$ cat src/rtl/qsp_alu_arb_if.sv
`default_nettype none
// +----------------------------------------------------------------------+
// | qspa_pkg / qsp_alu_arb_if / qsp_alu_rsp_if                            |
// | Shared types plus requester and response channels of the ALU arbiter. |
// | Revision: 1.0                                                         |
// +----------------------------------------------------------------------+
package qspa_pkg;
    localparam int DATA_WIDTH = 16;

    typedef enum logic [2:0] {
        ADD_REG = 3'd0,
        ADD_IMM = 3'd1,
        SUB_REG = 3'd2,
        AND_REG = 3'd3,
        OR_REG  = 3'd4,
        XOR_REG = 3'd5,
        CMP_IMM = 3'd6,
        LCSET   = 3'd7
    } op_t;
endpackage

interface qsp_alu_arb_if #(
    parameter int DATA_WIDTH = qspa_pkg::DATA_WIDTH
);
    logic                  valid;
    qspa_pkg::op_t         op;
    logic [DATA_WIDTH-1:0] op1;
    logic [DATA_WIDTH-1:0] op2;
    logic                  ready;

    modport master (output valid, op, op1, op2, input ready);
    modport slave  (input valid, op, op1, op2, output ready);
endinterface

interface qsp_alu_rsp_if #(
    parameter int DATA_WIDTH = qspa_pkg::DATA_WIDTH
);
    logic                  valid;
    logic                  id;
    logic [DATA_WIDTH-1:0] result;
    logic                  zero;
    logic                  carry;
    logic                  ovf;
    logic                  ready;

    modport master (output valid, id, result, zero, carry, ovf, input ready);
    modport slave  (input valid, id, result, zero, carry, ovf, output ready);
endinterface
`default_nettype wire

$ cat src/rtl/qsp_alu_arb.sv
`default_nettype none
// +----------------------------------------------------------------------+
// | qsp_alu_arb                                                           |
// | Round-robin arbiter sharing one combinational ALU between two         |
// | requesters, with a single registered response slot.                   |
// | Revision: 1.0                                                         |
// +----------------------------------------------------------------------+
module qsp_alu_arb #(
    parameter int DATA_WIDTH = qspa_pkg::DATA_WIDTH,
    parameter int CNT_WIDTH  = 16
) (
    input  logic                  clk,
    input  logic                  rst_n,
    qsp_alu_arb_if.slave          req0,
    qsp_alu_arb_if.slave          req1,
    qsp_alu_rsp_if.master         rsp,
    output qspa_pkg::op_t         alu_op,
    output logic [DATA_WIDTH-1:0] alu_op1,
    output logic [DATA_WIDTH-1:0] alu_op2,
    input  logic [DATA_WIDTH-1:0] alu_result,
    input  logic                  alu_zero,
    input  logic                  alu_carry,
    input  logic                  alu_ovf,
    output logic [CNT_WIDTH-1:0]  grant_cnt0,
    output logic [CNT_WIDTH-1:0]  grant_cnt1
);

    typedef enum logic [0:0] {
        S_IDLE = 1'b0,
        S_RESP = 1'b1
    } state_t;

    state_t                r_state;
    state_t                w_state_nxt;
    logic                  r_last_grant;
    logic                  w_can_issue;
    logic                  w_cand;
    logic                  w_accept;
    logic [1:0]            w_acc_vec;
    logic                  r_rsp_id;
    logic [DATA_WIDTH-1:0] r_rsp_result;
    logic                  r_rsp_zero;
    logic                  r_rsp_carry;
    logic                  r_rsp_ovf;
    logic [CNT_WIDTH-1:0]  r_cnt [2];

    // Readiness is gated by rst_n so nothing is accepted while reset is held.
    always_comb begin
        w_state_nxt = r_state;
        w_can_issue = rst_n && ((r_state == S_IDLE) || rsp.ready);
        w_cand      = (req0.valid && req1.valid) ? ~r_last_grant : req1.valid;
        req0.ready  = w_can_issue && req0.valid && !w_cand;
        req1.ready  = w_can_issue && req1.valid && w_cand;
        w_accept    = req0.ready || req1.ready;
        w_acc_vec   = {req1.ready, req0.ready};
        if (w_accept) begin
            w_state_nxt = S_RESP;
        end else if ((r_state == S_RESP) && rsp.ready) begin
            w_state_nxt = S_IDLE;
        end
    end

    assign alu_op  = w_cand ? req1.op  : req0.op;
    assign alu_op1 = w_cand ? req1.op1 : req0.op1;
    assign alu_op2 = w_cand ? req1.op2 : req0.op2;

    always_ff @(posedge clk or negedge rst_n) begin
        if (!rst_n) begin
            r_state <= S_IDLE;
        end else begin
            r_state <= w_state_nxt;
        end
    end

    always_ff @(posedge clk or negedge rst_n) begin
        if (!rst_n) begin
            r_last_grant <= 1'b1;
            r_rsp_id     <= 1'b0;
            r_rsp_result <= '0;
            r_rsp_zero   <= 1'b0;
            r_rsp_carry  <= 1'b0;
            r_rsp_ovf    <= 1'b0;
        end else if (w_accept) begin
            r_last_grant <= w_cand;
            r_rsp_id     <= w_cand;
            r_rsp_result <= alu_result;
            r_rsp_zero   <= alu_zero;
            r_rsp_carry  <= alu_carry;
            r_rsp_ovf    <= alu_ovf;
        end
    end

    for (genvar gi = 0; gi < 2; gi++) begin : g_cnt
        always_ff @(posedge clk or negedge rst_n) begin
            if (!rst_n) begin
                r_cnt[gi] <= '0;
            end else if (w_acc_vec[gi] && (r_cnt[gi] != {CNT_WIDTH{1'b1}})) begin
                r_cnt[gi] <= r_cnt[gi] + 1'b1;
            end
        end
    end

    assign grant_cnt0 = r_cnt[0];
    assign grant_cnt1 = r_cnt[1];

    assign rsp.valid  = (r_state == S_RESP);
    assign rsp.id     = r_rsp_id;
    assign rsp.result = r_rsp_result;
    assign rsp.zero   = r_rsp_zero;
    assign rsp.carry  = r_rsp_carry;
    assign rsp.ovf    = r_rsp_ovf;

endmodule
`default_nettype wire

$ cat src/flat_wrapper.sv
// flat-port wrapper written by rule: the top's interface ports become plain ports
module qsp_alu_arb_flat 
#(
    parameter int DATA_WIDTH = qspa_pkg::DATA_WIDTH,
    parameter int CNT_WIDTH  = 16
)
  (clk, rst_n, alu_op, alu_op1, alu_op2, alu_result, alu_zero, alu_carry, alu_ovf, grant_cnt0, grant_cnt1, req0_valid, req0_op, req0_op1, req0_op2, req0_ready, req1_valid, req1_op, req1_op1, req1_op2, req1_ready, rsp_valid, rsp_id, rsp_result, rsp_zero, rsp_carry, rsp_ovf, rsp_ready);
  qsp_alu_arb_if #(.DATA_WIDTH(DATA_WIDTH)) req0_i ();
  qsp_alu_arb_if #(.DATA_WIDTH(DATA_WIDTH)) req1_i ();
  qsp_alu_rsp_if #(.DATA_WIDTH(DATA_WIDTH)) rsp_i ();
  input  logic clk;
  input  logic rst_n;
  output qspa_pkg::op_t alu_op;
  output logic [DATA_WIDTH-1:0] alu_op1;
  output logic [DATA_WIDTH-1:0] alu_op2;
  input  logic [DATA_WIDTH-1:0] alu_result;
  input  logic alu_zero;
  input  logic alu_carry;
  input  logic alu_ovf;
  output logic [CNT_WIDTH-1:0] grant_cnt0;
  output logic [CNT_WIDTH-1:0] grant_cnt1;
  input wire logic [$bits(req0_i.valid)-1:0] req0_valid;
  input wire logic [$bits(req0_i.op)-1:0] req0_op;
  input wire logic [$bits(req0_i.op1)-1:0] req0_op1;
  input wire logic [$bits(req0_i.op2)-1:0] req0_op2;
  output wire logic [$bits(req0_i.ready)-1:0] req0_ready;
  input wire logic [$bits(req1_i.valid)-1:0] req1_valid;
  input wire logic [$bits(req1_i.op)-1:0] req1_op;
  input wire logic [$bits(req1_i.op1)-1:0] req1_op1;
  input wire logic [$bits(req1_i.op2)-1:0] req1_op2;
  output wire logic [$bits(req1_i.ready)-1:0] req1_ready;
  output wire logic [$bits(rsp_i.valid)-1:0] rsp_valid;
  output wire logic [$bits(rsp_i.id)-1:0] rsp_id;
  output wire logic [$bits(rsp_i.result)-1:0] rsp_result;
  output wire logic [$bits(rsp_i.zero)-1:0] rsp_zero;
  output wire logic [$bits(rsp_i.carry)-1:0] rsp_carry;
  output wire logic [$bits(rsp_i.ovf)-1:0] rsp_ovf;
  input wire logic [$bits(rsp_i.ready)-1:0] rsp_ready;
  assign req0_i.valid = req0_valid;
  assign req0_i.op = req0_op;
  assign req0_i.op1 = req0_op1;
  assign req0_i.op2 = req0_op2;
  assign req0_ready = req0_i.ready;
  assign req1_i.valid = req1_valid;
  assign req1_i.op = req1_op;
  assign req1_i.op1 = req1_op1;
  assign req1_i.op2 = req1_op2;
  assign req1_ready = req1_i.ready;
  assign rsp_valid = rsp_i.valid;
  assign rsp_id = rsp_i.id;
  assign rsp_result = rsp_i.result;
  assign rsp_zero = rsp_i.zero;
  assign rsp_carry = rsp_i.carry;
  assign rsp_ovf = rsp_i.ovf;
  assign rsp_i.ready = rsp_ready;
  qsp_alu_arb #(.DATA_WIDTH(DATA_WIDTH), .CNT_WIDTH(CNT_WIDTH)) u_core (.clk(clk), .rst_n(rst_n), .req0(req0_i), .req1(req1_i), .rsp(rsp_i), .alu_op(alu_op), .alu_op1(alu_op1), .alu_op2(alu_op2), .alu_result(alu_result), .alu_zero(alu_zero), .alu_carry(alu_carry), .alu_ovf(alu_ovf), .grant_cnt0(grant_cnt0), .grant_cnt1(grant_cnt1));
endmodule
$ cat config.mk
export PLATFORM = sky130hd
export DESIGN_NAME = qsp_alu_arb_flat
export DESIGN_NICKNAME = d
export VERILOG_FILES = /design/src/rtl/qsp_alu_arb_if.sv /design/src/rtl/qsp_alu_arb.sv /design/src/flat_wrapper.sv
export SDC_FILE = /design/constraint.sdc
export NUM_CORES = 1
export LEC_CHECK = 0
export ABC_AREA = 0
export CORE_ASPECT_RATIO = 1.25
export CORE_MARGIN = 2
export CORE_UTILIZATION = 38
export CTS_BUF_LIST = sky130_fd_sc_hd__clkbuf_4
export DETAILED_ROUTE_END_ITERATION = 10
export PLACE_DENSITY = 0.83
export SYNTH_ARGS = -nofsm -noshare
export SYNTH_HDL_FRONTEND = slang
export SYNTH_SLANG_ARGS = --single-unit
$ cat constraint.sdc
create_clock -name clk -period 2 [get_ports clk]
set_input_delay 0.3 -clock clk [delete_from_list [all_inputs] [get_ports clk]]
set_output_delay 0.3 -clock clk [all_outputs]
set_load 0.005 [all_outputs]
# Word level (Yosys, flattened, before mapping)
# Cells that the tools add are included.
dict set report word_totals {
  reg_bits 54
  in_bits 94
  output_inout_bits 90
}
dict set report op_classes {
  n_addsub 2
  eq_ne 2
  mux 6
  bitwise 2
  reduce_logical 13
}
# op n
set ops {}
lappend ops {{$add 16x1->16 const B} 2}
lappend ops {{$mux 16} 2}
lappend ops {{$ne 16x16->1 const B} 2}
lappend ops {{$logic_and 1x1->1} 9}
lappend ops {{$mux 1} 3}
lappend ops {{$mux 3} 1}
lappend ops {{$logic_or 1x1->1} 2}
lappend ops {{$not 1->1} 2}
lappend ops {{$reduce_bool 2->1} 1}
lappend ops {{$logic_not 1->1} 1}

# Logic depth before layout (Yosys ltp)
dict set report logic_depth {
  depth_word 7
  depth_mapped 6
  ltp_nobuf 5
}

# Worst setup path before layout
# Ideal clock, no wire load.
dict set report synth_timing {
  path_kind {register to register}
  startpoint {reg u_core.r_cnt, in the netlist u_core.grant_cnt0[0]}
  endpoint {reg u_core.r_cnt, in the netlist u_core.grant_cnt0[1]}
  setup_ns 0.128
  arrival_ns 1.607
  slack_ns 0.265
  stages_incl_launch_ff 7
  cell_sequence {dfrtp_1 > ha_1 > and3_1 > buf_2 > nand4_1 > and2_1 > mux2_1}
}
dict set report synth_between {
  elab_chain_len 2
}
# element line_no
set synth_rtl {}
lappend synth_rtl {{from (decl)} qsp_alu_arb.sv:45} ;# logic [CNT_WIDTH-1:0] r_cnt [2];
lappend synth_rtl {{from (signal, indexed assignment)} qsp_alu_arb.sv:98} ;# r_cnt[gi] <= r_cnt[gi] + 1'b1;
lappend synth_rtl {{branches (longest 2 deep; another with $add 16x1->16)} --}
# Several ways; the timed one is not identified.
# A chain may end at the register's enable or synchronous reset.

# Final worst setup path
dict set report layout_timing {
  startpoint {reg u_core.r_last_grant}
  endpoint {out alu_op2[4]}
}
dict set report layout_between {
  elab_chain_len 3
}
# element line_no
set layout_rtl {}
lappend layout_rtl {{from (decl)} qsp_alu_arb.sv:35} ;# logic r_last_grant;
lappend layout_rtl {{from (signal assigned)} qsp_alu_arb.sv:84} ;# r_last_grant <= w_cand;
lappend layout_rtl {{$not 1->1} qsp_alu_arb.sv:51} ;# w_cand = (req0.valid && req1.valid) ? ~r_last_grant : req1.valid;
lappend layout_rtl {{$mux 1} qsp_alu_arb.sv:51}
lappend layout_rtl {{$mux 16} qsp_alu_arb.sv:65} ;# assign alu_op2 = w_cand ? req1.op2 : req0.op2;
lappend layout_rtl {{to (decl)} flat_wrapper.sv:15} ;# output logic [DATA_WIDTH-1:0] alu_op2;
# Every way passes these cells.

==> run metrics <==
CP cell instances a21boi_4, buf_8, buf_12, buf_16, mux2_2, buf_6; IO Port Bufs 183; RSZ-0062 raised after global routing yes; Distinct cells, synth 42; drt pass-1 iters 4; GRT Util Overall 0.235; initial antenna violation count 10; crit path DAT 1.84 ns; Synth Flop Type dfrtp_1; fmax 0.468 GHz; power per cell area 655 nW/um^2; Post-Syn Nets 330; Cell Area, Synth 2890 sq um; Area growth syn-to-layout 82.4%; fraction of the mapped netlist area in adder cells 0.00865; Post-Syn Area per Cell 12.4 sq um; post-layout util 0.713; Detailed Route Iter0 Violations 80; largest family of logic cells by synthesized area multiplexers; row count 35; Yosys reg bits 54; VDD IR max 492 uV; gate count of the mapped netlist 234; area of the die 8330 sq um; Syn. warnings 0; via count 2805; Compound-Gate Fraction of Synth Area 0.0303; setup ws final -0.137 ns; critical path launch point type flop; Critical Path RT 1.70 ns; leading cell type in the layout, fill and taps excluded clkdlybuf4s50_1; CP Capture Type output pin; Max-Cap Viols 0; nets@finish 543; clock root buffer clkbuf_4; WL/cell 18.4 um; outcome complete, but fails checks; Async S/R FF share, synth 1.00; I/O Pins 184; clk sinks 54; failing checks negative setup slack; Final period util 1.07; post-route clock skew 0.0154 ns; layout cells sized above 1 0.319; GRT overflow 0; final worst path period need 2.14 ns; H-tree level count 2; vias in the first global route 2944; Min Hold Slack 0.479 ns; CP startpoint u_core.r_last_grant; proportion of synthesized area in mux cells 0.227; most frequent cells in the layout 143 x clkdlybuf4s50_1, 53 x dfrtp_1, 35 x mux2_2, 26 x buf_6, 22 x buf_4; core area 7400 sq um; Routed Antenna Nets 0; final setup fails 35; CTS buffer count 5; Hold Vio Cnt, Final 0; vias per inst 5.18; Die Height 102 um; Starting Density 0.391; Crit Path Category flop to output pin; setup TNS -1.76 ns; Worst Tran Pin Value 0.444 ns; max-slew violation count 0; DRC viols 0; worst skew pair latency 0.38 ns; Crit path largest cell delay 0.60 ns; EDFF count, synth 0; Routed WL 9950 um; CTS tree done; largest net degree at the start of global routing 36; routability congestion estimate from global placement 0.809; Longest Clk Path Bufs 2; simple-gate share of the synthesized area 0.174; clock slew at reported path FFs 0.16 ns; slowest cell on the critical path dfstp_2; Leakage Power 0.00234 uW; launch point of the worst reg-to-reg path u_core.r_last_grant; Slew HR 0.704; die width 82.1 um; sequential area share after synthesis 0.467; post-synthesis xor/xnor area fraction 0.0757; HP Class primary input to async pin; worst-path fanout max 5; first-pass GRT wire length 14700 um; DP HPWL 7500 um
-- worst paths after layout --
kind,cells past startpoint,slack [ns],end
worst min-delay path,3,0.48,u_core.rsp.id
min in group clk,1,0.49,u_core.rsp.id
worst max-delay path,6,-0.14,alu_op2[4]
worst max register to register,8,0.14,u_core.grant_cnt1[13]
worst min register to register,1,0.49,u_core.rsp.id
max in group asynchronous,3,1.16,u_core.rsp.result[15]
-- registers in the layout, indices dropped and copies added (netlist names) --
| name | cells |
|---|---|
| u_core.rsp.valid | 1 |
| u_core.grant_cnt0 | 16 |
| u_core.rsp.carry | 1 |
| u_core.rsp.zero | 1 |
| u_core.rsp.ovf | 1 |
| u_core.rsp.id | 1 |
| u_core.r_last_grant | 1 |
| u_core.rsp.result | 16 |
| u_core.grant_cnt1 | 16 |
-- cell usage after synthesis (2+ instances only) --
cell      count  share of area
nor3_1        5         0.0086
nand4_1      16          0.035
nand2_1      10          0.013
mux2_1        2         0.0078
nor2_1        2         0.0026
a21oi_1       2         0.0035
and2_1        3         0.0065
xor2_1       14          0.042
nor4_1        4         0.0086
and4_1        5          0.015
nand3_1       6          0.010
buf_2         8          0.014
dfrtp_1      53           0.46
and3_1        9          0.019
nor4_4        2          0.015
o211ai_1      2         0.0052
ha_1          2         0.0086
nor2b_1       2         0.0043
mux2_2       54           0.21
xnor2_1      11          0.033
-- layer usage --
| layer | vias to the layer above | share of wire | routed length, um | track usage |
|---|---|---|---|---|
| met2 | 133 | 0.51 | 5110 | 0.433 |
| met3 | 20 | 0.13 | 1260 | 0.120 |
| met4 | 12 | 0.0095 | 95 | 0.0500 |
| met5 | - | 0.0077 | 77 | 0 |
| met1 | 1340 | 0.34 | 3410 | 0.232 |
| li1 | 1300 | - | - | - |
-- critical path, delay by kind of cell (launching register included) --
family | cells | cell delay (ns)
AO/OA/AOI/OAI | 1 | 0.07
multiplexers | 1 | 0.28
buffers and inverters | 4 | 0.51
flip-flops | 1 | 0.60
-- report_power, final --
part	internal (uW)	total (uW)	switching [uW]
Combinational	997	1460	465
Sequential	1290	1490	203
Clock	155	507	352
-- stage by stage --
stage	power [uW]	std cells	setup slack, ns	area (sq um)
finish	3460	542	-0.137	5280
detailed placement	2830	520	-0.436	4960
floorplan	1920	234	0.265	2890
global placement	2770	520	-0.367	4960
global route	3650	541	-0.197	5280
CTS	3450	541	-0.173	5200
-- logic make-up after synthesis --
| logic type | Yosys count |
|---|---|
| XOR/XNOR | 25 |
| buffers and inverters | 10 |
| AO/OA/AOI/OAI | 12 |
| multiplexers | 58 |
| adder cells (fa/ha/maj) | 2 |
| flip-flops | 54 |
| AND/OR/NAND/NOR | 73 |
-- repair_timing --
action	4_1_cts	5_1_grt
pin swaps	1	1
hold buffers	1	0
setup endpoints to repair	37	35
buffers inserted	6	4
resized for setup	146	46
gates cloned	6	0
endpoints found under the hold margin	53	0
-- cell type report --
class | instances | area (sq um)
flip-flops and latches | 54 | 1350
fillers | 536 | 2120
clock buffers | 6 | 45.0
well taps | 92 | 115
multi-input cells | 170 | 1580
diodes | 2 | 5.00
repair buffers | 216 | 2170
clock inverters | 2 | 13.8
No activity file was read; power rests on OpenSTA's default activity.
==> edit 1 (config.mk and constraints unchanged) <==
`DATA_WIDTH`: 16 -> 18.
--- a/src/rtl/qsp_alu_arb_if.sv
+++ b/src/rtl/qsp_alu_arb_if.sv
@@ -6,5 +6,5 @@
 // +----------------------------------------------------------------------+
 package qspa_pkg;
-    localparam int DATA_WIDTH = 16;
+    localparam int DATA_WIDTH = 18;
 
     typedef enum logic [2:0] {
Ports: changed (8 resized); port bits go from 184 to 200. The function was not compared with the original's and may differ.
==> edit 1 against the unedited design <==
The flow still finishes with violations (setup timing); cell area is 3.5% higher; setup slack worse by 0.0028 ns; routed wire length up 1.1%; total power is 2.7% higher; via count is 3.8% higher; highest routed layer is now met4; fmax decreased by 0.13%; sequential cell count increased by 2; synthesized area is 4.7% higher; global-route usage down 1.1 points.
==> edit 1: results (changes against the unedited design) <==
Outcome
  – Status: finished, violations left
  – Violated checks: setup timing

Routing
  – Iteration-0 DRC Markers: 75 (-6.3%)
  – Via/cell ratio: 5.056 (-2.3%)
  – Vias after detailed routing: 2912 (+3.8%)

Layout
  – Layout cells sized above 1: 32.22% (+0.30 points)
  – Synthesis-to-finish area growth: 80.22%
  – Inserted Diodes: 0 (-2)
  – Layout Nets: 586 (+7.9%)

Global route
  – GRT Resource Usage Total: 22.37% (-1.1 points)
  – Pin count of the biggest net entering global routing: 43 (+19%)

Synthesis
  – Syn avg cell area: 12.22 sq um (-1.2%)
  – Commonest cells in the netlist: 63 x mux2_2, 55 x dfrtp_1, 14 x nand4_1
  – Area contributors post-synth: dfrtp_1 45%, mux2_2 23%, xnor2_1 3.8%
  – Post-Syn Nets: 354 (+7.3%)

STA
  – Relative slew slack: 59.62% (-11 points)
  – Setup Viol. Count Final: 22 (-37%)
  – Worst setup margin: -0.1395 ns (-0.002753 ns)
  – Hold slack: 0.4642 ns (-0.01468 ns)
  – Clk_skew: 0.009518 ns (-0.005930 ns)

Placement
  – Placed cell count: 554 (+6.5%)
  – GP Congestion: 0.8616 (+6.5%)
  – PortBufs: 199 (+8.7%)
  – Placed instance area: 5294 sq um (+6.7%)

Critical path
  – Worst R2R End: u_core.grant_cnt1[4]
  – R2R setup slack: 0.05 ns (-0.09 ns)
  – FF-to-FF path depth: 7 (-1)
  – Setup crit end: alu_op1[6]

Power
  – Peak supply drop: 0.5893 mV (+20%)
  – Lkg Pwr: 2.379 nW (+1.8%)
edit 1: changes by cell type in the layout (fill, tap and decap cells not counted), moves of 3 or more:
cell and change:
and3_1 -3, buf_2 +21, buf_4 +3, buf_6 -9, clkbuf_2 -9, clkdlybuf4s50_1 +12
inv_1 +3, mux2_2 +24, mux2_4 -15, nor4_1 +3
edit 1: worst max-delay path: stages, from the launching register on:
cell and delay (ns):
dfstp_2 0.59, a21boi_4 0.06, buf_12 0.14, buf_12 0.13, buf_8 0.12, mux2_4 0.30
buf_6 0.12
edit 1: logic make-up after synthesis:
group	share of synthesized area (%)
adders and majority gates	0.8256
DFF	46.28
muxes	23.91
AOI/OAI and AO/OA	4.005
buffers and inverters	1.858
xor gates and xnor gates	7.225
and+or+nand+nor	15.90
edit 1: where the power goes:
| part | switching [mW] | internal [mW] |
|---|---|---|
| logic | 0.513 | 1.02 |
| clock network | 0.342 | 0.137 |
| registers | 0.207 | 1.34 |
edit 1: through the flow:
| stage | setup slack [ns] | setup TNS, ns |
|---|---|---|
| 2_1_floorplan | 0.2430 | 0 |
| 3_3_place_gp | -0.4020 | -16.67 |
| 3_5_place_dp | -0.4065 | -17.75 |
| 4_1_cts | -0.1490 | -2.647 |
| 5_1_grt | -0.2018 | -4.075 |
| 6_report | -0.1395 | -2.222 |
edit 1: repair_timing:
item / in CTS / in global routing
hold buffers: 1 / 0
buffers inserted: 6 / 6
resized for setup: 170 / 15
cloned: 3 / 0
setup endpoints to repair: 41 / 41
pin swaps: 2 / 1
hold endpoints to repair: 10 / 0
edit 1: area by class of cell:
cell class              count  area share (%)
repair buffers            235           41.79
clock inverters             3          0.3207
clock buffers               5          0.6873
inverters                   3          0.2062
flip-flops and latches     56           25.68
well taps                  95           2.176
multi-input cells         179           29.14
edit 1: worst min-delay path by stage:
stage          startpoint                     to  cells past startpoint
2_1_floorplan       rst_n   u_core.grant_cnt0[0]                      0
3_3_place_gp        rst_n  u_core.grant_cnt1[12]                      2
3_5_place_dp        rst_n  u_core.grant_cnt1[12]                      2
4_1_cts             rst_n  u_core.grant_cnt1[12]                      3
5_1_grt             rst_n  u_core.grant_cnt1[12]                      3
6_report            rst_n  u_core.grant_cnt1[12]                      3
edit 1: routing by layer:
metal  global-route usage, %  vias to the layer above  share of wire (%)
met5                       0                        -                  0
met1                   29.81                     1396                 42
met3                   3.904                       10                5.6
met4                   4.378                        0               0.90
met2                   38.34                      122                 52
li1                        -                     1384                  -
==> edit 2 (config.mk and constraints unchanged) <==
Made on the original files. Make the reset (`rst_n`) synchronous in 3 clocked blocks.
--- a/src/rtl/qsp_alu_arb.sv
+++ b/src/rtl/qsp_alu_arb.sv
@@ -65,5 +65,5 @@
     assign alu_op2 = w_cand ? req1.op2 : req0.op2;
 
-    always_ff @(posedge clk or negedge rst_n) begin
+    always_ff @(posedge clk) begin
         if (!rst_n) begin
             r_state <= S_IDLE;
@@ -73,5 +73,5 @@
     end
 
-    always_ff @(posedge clk or negedge rst_n) begin
+    always_ff @(posedge clk) begin
         if (!rst_n) begin
             r_last_grant <= 1'b1;
@@ -92,5 +92,5 @@
 
     for (genvar gi = 0; gi < 2; gi++) begin : g_cnt
-        always_ff @(posedge clk or negedge rst_n) begin
+        always_ff @(posedge clk) begin
             if (!rst_n) begin
                 r_cnt[gi] <= '0;
Behaviour: differs if rst_n is asserted again (counterexample within 4 cycles, from zero or initial values and one cycle with rst_n low); with rst_n held inactive, the same outputs for 10 cycles.
==> edit 2 against the unedited design <==
Cell count grew 6.5%; cell area up 2.2%; combinational power decreased by 39%; register-to-register slack gained 0.05 ns; sequential cell count unchanged; fmax rose by 8.3%; total power decreased by 21%; global-route usage fell by 2.1 points; largest cell class unchanged; routed wire length down 1.4%; synthesized cell count grew 16%; non-clock buffer count is 2 lower; setup slack improved by 0.16 ns; highest routed layer is now met4; synthesized area up 4.7%; count of clock-buffer cells in the layout did not move.
==> edit 2: results (changes against the unedited design) <==
Synthesis
  – EDFF count, synth: 32 (+32)
  – Post-synth top flop: edfxtp_1
  – Syn avg cell area: 11.14 sq um (-10%)
  – Register area share after synthesis: 46.26% (-0.47 points)
  – Asr flop ratio synth: 0% (-100 points)
  – Commonest cells in the netlist: 35 x mux2_2, 35 x nor2_1, 32 x edfxtp_1

Global route
  – Initial antenna violation count: 0 (-10)
  – Met3 Usage GRT: 8.127% (-3.9 points)
  – GRT Resource Usage Total: 21.40% (-2.1 points)
  – Pin count of the biggest net entering global routing: 21 (-42%)
  – Grt met1 use: 24.92% (+1.7 points)
  – Met2 Resource Use GR: 37.14% (-6.1 points)

Placement
  – DP HPWL: 7.464 mm (-0.47%)
  – Placed instance area: 5144 sq um (+3.7%)
  – Pre-CTS WS: -0.4059 ns (+0.03001 ns)
  – Placed cell count: 559 (+7.5%)
  – GP Congestion: 0.8958 (+11%)

Layout
  – Fillcell total: 590 (+10%)
  – Layout cells sized above 1: 25.31% (-6.6 points)
  – Fin util: 69.59% (-1.7 points)
  – Layout Nets: 577 (+6.3%)

Critical path
  – CP startpoint: u_core.r_last_grant
  – Worst R2R Start: u_core.r_cnt[1][6]
  – FF-to-FF path depth: 5 (-3)
  – Worst path arrival time: 1.67 ns (-0.17 ns)
  – R2R setup slack: 0.19 ns (+0.05 ns)
  – Worst R2R End: u_core.r_cnt[1][3]

Min path
  – Worst hold path type: input pin to flip-flop

STA
  – Measured slew at the worst slew-check pin: 0.3327 ns (-0.1108 ns)
  – Clk_skew: 0.02383 ns (+0.008385 ns)
  – Hold slack: 0.4331 ns (-0.04579 ns)

Outcome
  – Status: finished, final reports clean

Power
  – Peak supply drop: 0.3905 mV (-21%)
  – Lkg Pwr: 2.168 nW (-7.3%)

Routing
  – Vias after detailed routing: 2867 (+2.2%)
  – Iteration-0 DRC Markers: 164 (+110%)

Clocking
  – Post-CTS Hold Buffers: 0 (-1)
## edit 2: critical path, cell delays in order, from the launching register on
cell       delay [ns]
dfxtp_4          0.38
a21boi_4         0.15
buf_6            0.17
clkbuf_16        0.15
mux2_2           0.33
buf_2            0.13
## edit 2: area by class of cell
class / instances / area share, %
Sequential cell: 54 / 26.06
Clock buffer: 6 / 0.8355
Clock inverter: 2 / 0.2321
Timing Repair Buffer: 214 / 39.17
Multi-Input combinational cell: 196 / 30.80
Inverter: 10 / 0.6962
Tap cell: 95 / 2.205
## edit 2: power breakdown
group / internal [mW] / switching (mW) / leakage, nW
Combinational: 0.593 / 0.295 / 1.62
Clock: 0.153 / 0.349 / 0.0337
Sequential: 1.26 / 0.0804 / 0.518
## edit 2: logic make-up after synthesis
logic type / Yosys count / synth area share [%]
fa+ha+maj: 2 / 0.8260
buf+inv: 22 / 3.635
mux: 54 / 19.29
xor+xnor: 27 / 7.806
compound gates: 11 / 2.809
simple gates: 102 / 19.37
flops: 54 / 46.26
## edit 2: how the worst max path moves through the flow
stage | end | slack, ns | depth (start not counted)
floorplan | u_core.r_cnt[0][0] | 0.1 | 6
global placement | alu_op2[6] | -0.36 | 5
detailed placement | alu_op[1] | -0.41 | 5
CTS | alu_op[2] | -0.06 | 5
global route | alu_op1[6] | -0.06 | 5
finish | alu_op1[6] | 0.03 | 5
## edit 2: layer usage
layer / share of wire, % / up-vias / wire [um]
met5: 0 / - / 0
met4: 1.3 / 0 / 127
met3: 8.0 / 12 / 780
met2: 50 / 113 / 4945
met1: 40 / 1360 / 3955
li1: - / 1382 / -
## edit 2: timing repair
item	CTS	global route
gates resized for setup	134	41
gates cloned	1	2
setup endpoints to repair	37	35
buffers inserted	7	1
pin swaps	1	1
